### config.mk
export PLATFORM = sky130hd
export DESIGN_NAME = prog_loader
export DESIGN_NICKNAME = d
export VERILOG_FILES = /design/src/rtl/prog_loader_pkg.sv /design/src/rtl/prog_loader_word_assembler.sv /design/src/rtl/prog_loader.sv
export SDC_FILE = /design/constraint.sdc
export NUM_CORES = 1
export LEC_CHECK = 0
export ABC_CLOCK_PERIOD_IN_PS = 3000
export CORE_MARGIN = 2
export CORE_UTILIZATION = 45
export CTS_BUF_LIST = sky130_fd_sc_hd__clkbuf_2 sky130_fd_sc_hd__clkbuf_4 sky130_fd_sc_hd__clkbuf_8
export DETAILED_ROUTE_END_ITERATION = 6
export PLACE_DENSITY_LB_ADDON = 0.25
export SYNTH_ARGS = -nofsm -noshare
export SYNTH_HDL_FRONTEND = slang
export SYNTH_SLANG_ARGS = --single-unit
### constraint.sdc
create_clock -name clk -period 3 [get_ports clk]
set_clock_uncertainty 0.2 [all_clocks]
set_input_delay 0.3 -clock clk [delete_from_list [all_inputs] [get_ports clk]]
set_output_delay 0.3 -clock clk [all_outputs]
set_load 0.05 [all_outputs]
### src/rtl/prog_loader_pkg.sv
// Shared types and constants for the byte-stream program loader.
package prog_loader_pkg;

  localparam int unsigned AddrWidth = 16;
  localparam int unsigned WordWidth = 32;
  localparam logic [7:0]  SyncByteDefault = 8'hA5;

  typedef enum logic [2:0] {
    StSync,
    StLen0,
    StLen1,
    StData,
    StCsum,
    StDone,
    StErr
  } state_e;

endpackage

### src/rtl/prog_loader_word_assembler.sv
// Packs little-endian bytes into a 32-bit word and pulses word_done the cycle after lane 3 fills.
module prog_loader_word_assembler
  import prog_loader_pkg::*;
(
  input  logic                 clk,
  input  logic                 rst,
  input  logic                 clear,
  input  logic                 byte_valid,
  input  logic [7:0]           byte_data,
  output logic [1:0]           byte_cnt,
  output logic [WordWidth-1:0] word,
  output logic                 word_done
);

  logic [WordWidth-1:0] lanes_q;
  logic [1:0]           byte_cnt_q;
  logic                 word_done_q;

  always_ff @(posedge clk or posedge rst) begin
    if (rst) begin
      lanes_q     <= '0;
      byte_cnt_q  <= '0;
      word_done_q <= 1'b0;
    end else if (clear) begin
      lanes_q     <= '0;
      byte_cnt_q  <= '0;
      word_done_q <= 1'b0;
    end else begin
      word_done_q <= byte_valid && (byte_cnt_q == 2'd3);
      if (byte_valid) begin
        lanes_q[8*byte_cnt_q +: 8] <= byte_data;
        byte_cnt_q                 <= byte_cnt_q + 2'd1;
      end
    end
  end

  // The word stays stable during the pulse since the next lane-0 byte lands on the same edge
  // that ends it.
  assign byte_cnt  = byte_cnt_q;
  assign word      = lanes_q;
  assign word_done = word_done_q;

endmodule

### src/rtl/prog_loader.sv
// Boot loader: parses SYNC/LEN/payload/CSUM frames, writes words to memory, gates core reset.
module prog_loader
  import prog_loader_pkg::*;
#(
  parameter logic [AddrWidth-1:0] BASE_ADDR = 16'h0000,
  parameter int unsigned          MAX_WORDS = 16384,
  parameter logic [7:0]           SYNC_BYTE = SyncByteDefault
) (
  input  logic                 clk,
  input  logic                 rst,
  input  logic                 rx_valid,
  input  logic [7:0]           rx_data,
  output logic                 rx_ready,
  input  logic                 start,
  output logic                 mem_we,
  output logic [AddrWidth-1:0] mem_addr,
  output logic [WordWidth-1:0] mem_wdata,
  output logic                 core_hold,
  output logic                 done,
  output logic                 error
);

  localparam int unsigned LastWordAddr = 32'(BASE_ADDR) + 4 * (MAX_WORDS - 1);

  if (MAX_WORDS == 0 || LastWordAddr > 32'hFFFC) begin : g_addr_range_check
    $error("prog_loader: BASE_ADDR + 4*MAX_WORDS overflows the 16-bit address space");
  end

  state_e         state_q, state_d;
  logic [15:0]    len_q;
  logic [15:0]    word_idx_q;
  logic [7:0]     csum_q;
  logic           transfer;
  logic           restart;
  logic [15:0]    hdr_len;
  logic [1:0]     byte_cnt;
  logic           last_word;

  assign transfer  = rx_valid && rx_ready;
  assign restart   = start && (state_q == StDone || state_q == StErr);
  assign hdr_len   = {rx_data, len_q[7:0]};
  assign last_word = (byte_cnt == 2'd3) && (word_idx_q == len_q - 16'd1);

  always_comb begin
    state_d = state_q;
    unique case (state_q)
      StSync: if (transfer && rx_data == SYNC_BYTE) state_d = StLen0;
      StLen0: if (transfer) state_d = StLen1;
      StLen1: begin
        if (transfer) begin
          if (32'(hdr_len) > MAX_WORDS) state_d = StErr;
          else if (hdr_len == 16'd0)    state_d = StCsum;
          else                          state_d = StData;
        end
      end
      StData: if (transfer && last_word) state_d = StCsum;
      StCsum: if (transfer) state_d = (rx_data == csum_q) ? StDone : StErr;
      StDone: if (start) state_d = StSync;
      StErr:  if (start) state_d = StSync;
      default: state_d = StSync;
    endcase
  end

  always_ff @(posedge clk or posedge rst) begin
    if (rst) begin
      state_q    <= StSync;
      len_q      <= '0;
      word_idx_q <= '0;
      csum_q     <= '0;
    end else begin
      state_q <= state_d;
      if (restart) begin
        len_q      <= '0;
        word_idx_q <= '0;
        csum_q     <= '0;
      end else begin
        if (transfer && state_q == StLen0) len_q[7:0] <= rx_data;
        if (transfer && state_q == StLen1) len_q <= hdr_len;
        if (transfer && state_q == StData) csum_q <= csum_q ^ rx_data;
        if (mem_we) word_idx_q <= word_idx_q + 16'd1;
      end
    end
  end

  prog_loader_word_assembler u_word_assembler (
    .clk        (clk),
    .rst        (rst),
    .clear      (restart),
    .byte_valid (transfer && state_q == StData),
    .byte_data  (rx_data),
    .byte_cnt   (byte_cnt),
    .word       (mem_wdata),
    .word_done  (mem_we)
  );

  // word_idx_q advances on the write edge, so it still names the word being written.
  assign mem_addr  = BASE_ADDR + {word_idx_q[13:0], 2'b00};
  assign rx_ready  = (state_q != StDone) && (state_q != StErr);
  assign done      = (state_q == StDone);
  assign error     = (state_q == StErr);
  assign core_hold = (state_q != StDone);

endmodule

==> impl_results.md <==
- Outcome: complete, no violations
- # diodes: 0
- Core Area: 9200 sq um
- Synth unique cells: 59
- Worst min path class: in -> async
- Cts bufs inserted: 9
- Placer Congestion: 0.931
- Area leader, netlist: dfrtp_1
- CTS Root Cell: clkbuf_8
- Yosys top cell area share: 0.461
- Power per cell area: 1110 nW/um^2
- HPWL Detailed: 7840 microns
- Die Span Y: 101 microns
- Post-DRT Antenna Nets: 0
- Worst setup margin: 0.191 ns
- H-tree Lvls: 3
- Max cap viols: 0
- Least-Margin Pin Slew: 0.695 ns
- CTS tree: yes
- CTS Buffer Depth: 2
- Share of cells above drive strength 1: 0.108
- Slew headroom: 0.536
- Pin count of the biggest net entering global routing: 42
- Worst path bufs/invs: 1
- Synth area leaders: dfrtp_1 46%, xor2_1 6.8%, a22o_1 5.0%, xnor2_1 4.1%, nor2_1 4.0%
- Setup-failing EPs final: 0
- Fillers: 835
- # port buffers: 62
- VDD IR max: 0.538 mV
- Routed vias: 3,296
- Post-synth EDFFs: 0
- Cell Rows: 35
- Worst skew pair latency: 0.35 ns
- DRC: 0
- Die Wd: 101 microns
- Slowest cell on crit path: a2111oi_0
- Mapped Area: 4240 sq um
- Final hold viol count: 0
- DR pass1 iterations: 4
- Critical Path Fanout Max: 5
- Fraction of registers with async set/reset: 1.00
- RSZ-0062 raised after global routing: false
- Crit-path max cell delay: 0.50 ns
- Initial antenna violation count: 0
- Syn_area_per_cell: 9.90 sq um
- Critical-path cell list: inv_1, ha_1, xnor2_1, a2111o_1, a2111oi_0, o211ai_2, nor4_4, o221ai_1
- Vias per cell: 5.48
- Fin. max-slew vios: 0
- I/O Pins: 65
- First-pass GRT wire length: 17,000 microns
- Sequential area share after synthesis: 0.461
- CTS Hold Bufs: 0
- Clk slew on worst S/H paths: 0.08 ns
- Overall routed net length: 10,400 microns
- Part of the cycle the worst path needs: 0.936
- #FFs+latches synth: 78
- Place WS: 0.208 ns
- Final net count: 506
- Ys flop type: dfrtp_1
- Crit path arrival time: 2.82 ns
- Wirelength per Cell: 17.2 microns
- Total Routing Usage GR: 0.219
- Layout area overhead: 21.9%
- Gr ovfl total: 0
- Clk sink count: 78
- Delay-heaviest family, CP: compound AO/OA/AOI/OAI gates
- Highest clock rate: 0.356 GHz
- Setup crit end kind: flip-flop
- Lkg Pwr: 2.30 nW
- Critical Path Start Type: flip-flop
- Setup total negative slack: 0 ns
- Final worst path period need: 2.81 ns
- Gate Count Post-Synth: 428
- Yosys Warn Count: 0
- Die area: 10,200 sq um
- Initial Utilization: 0.461
- DR iter-0 viols: 204
- Vias in the first global route: 3,235
- Worst path required time: 3.01 ns
- WS Path Type: reg -> reg
-- registers in the layout, indices dropped and copies added, names as in the netlist --
name and count:
word_idx_q 16, len_q 16, u_word_assembler.word 32, u_word_assembler.word_done 1, csum_q 8, state_q 3, u_word_assembler.byte_cnt 2
-- cells in the mapped netlist, drive strengths merged, types with 3 or more instances --
| cell | instances |
|---|---|
| dfrtp | 78 |
| nor2 | 45 |
| nand2 | 41 |
| xor2 | 33 |
| a22o | 24 |
| xnor2 | 20 |
| clkbuf | 19 |
| buf | 18 |
| inv | 16 |
| nand3 | 11 |
| o21ai | 11 |
| a21oi | 10 |
| nor4 | 9 |
| mux2i | 8 |
| nor3 | 8 |
| ha | 7 |
| and3 | 6 |
| a22oi | 5 |
| nor4b | 5 |
| and2 | 4 |
| nand4 | 4 |
| a32o | 3 |
| nand2b | 3 |
| o221ai | 3 |
| or3 | 3 |
| or4 | 3 |
-- worst register-to-register path: stages (launching register included) --
cell and delay (ns):
dfrtp_1 0.42, inv_1 0.08, ha_1 0.30, xnor2_1 0.13, a2111o_1 0.31, a2111oi_0 0.50
o211ai_2 0.19, nor4_4 0.39, o221ai_1 0.16
-- area by class of cell --
class | count | area (sq um) | area share
well taps | 111 | 139 | 0.0269
repair buffers | 84 | 798 | 0.155
flip-flops and latches | 78 | 1950 | 0.378
multi-input cells | 298 | 2020 | 0.392
clock buffers | 10 | 131 | 0.0254
inverters | 16 | 60.1 | 0.0116
clock inverters | 5 | 60.1 | 0.0116
-- layer usage --
layer / routed length, microns / vias up / track usage
li1: - / 1598 / -
met1: 4870 / 1609 / 0.310
met2: 4890 / 72 / 0.341
met3: 410 / 17 / 0.0361
met4: 180 / 0 / 0.0759
met5: 0 / - / 0
-- layout by cell type, fill, tap and decap left out, drive strengths merged, types with 3 or more instances in the layout --
| master | instances |
|---|---|
| a21oi | 10 |
| a22o | 24 |
| a22oi | 5 |
| a32o | 3 |
| and2 | 4 |
| and3 | 6 |
| buf | 22 |
| clkbuf | 10 |
| clkdlybuf4s50 | 62 |
| dfrtp | 78 |
| ha | 7 |
| inv | 17 |
| mux2i | 8 |
| nand2 | 41 |
| nand2b | 3 |
| nand3 | 11 |
| nand4 | 4 |
| nor2 | 45 |
| nor3 | 8 |
| nor4 | 9 |
| nor4b | 5 |
| o21ai | 11 |
| o221ai | 3 |
| or3 | 3 |
| or4 | 3 |
| xnor2 | 20 |
| xor2 | 33 |
-- what timing repair did --
item | CTS | global route
buffers inserted | 0 | 0
resized for setup | 0 | 1
setup endpoints to repair | 0 | 1
-- kinds of logic after synthesis --
| family | share of synthesized area |
|---|---|
| AND/OR/NAND/NOR | 0.183 |
| flip-flops | 0.461 |
| AO/OA/AOI/OAI | 0.137 |
| XOR/XNOR | 0.110 |
| buffers and inverters | 0.0632 |
| multiplexers | 0.0242 |
| adder cells (fa/ha/maj) | 0.0207 |
| other | 0.000885 |
-- per-stage QoR --
stage / utilization / hold slack (ns) / area (sq um) / instances / power (mW)
3_5_place_dp: 0.540 / 0.293 / 4970 / 587 / 4.95
6_report: 0.562 / 0.0370 / 5160 / 602 / 5.72
5_1_grt: 0.562 / 0.0544 / 5160 / 602 / 6.06
3_3_place_gp: 0.540 / 0.292 / 4970 / 587 / 4.92
2_1_floorplan: - / 0.290 / 4240 / 429 / 4.15
4_1_cts: 0.561 / 0.0471 / 5160 / 602 / 5.75
-- where the power goes --
group          internal (mW)  switching (mW)  leakage [nW]  total [mW]
clock network          0.392           0.383        0.0961       0.775
registers               1.48           0.491         0.976        1.97
logic                   1.14            1.83          1.23        2.97
-- final timing paths --
kind	start	end	slack, ns	cells past startpoint
worst max register to register	len_q[0]	state_q[0]	0.19	8
worst min register to register	u_word_assembler.word[12]	u_word_assembler.word[12]	0.31	1
worst max-delay path	len_q[0]	state_q[0]	0.19	8
worst min-delay path	rst	u_word_assembler.word[27]	0.04	2
min in group clk	u_word_assembler.word[12]	u_word_assembler.word[12]	0.31	1
max in group asynchronous	rst	word_idx_q[2]	1.93	3
No activity file was read; power rests on OpenSTA's default activity.
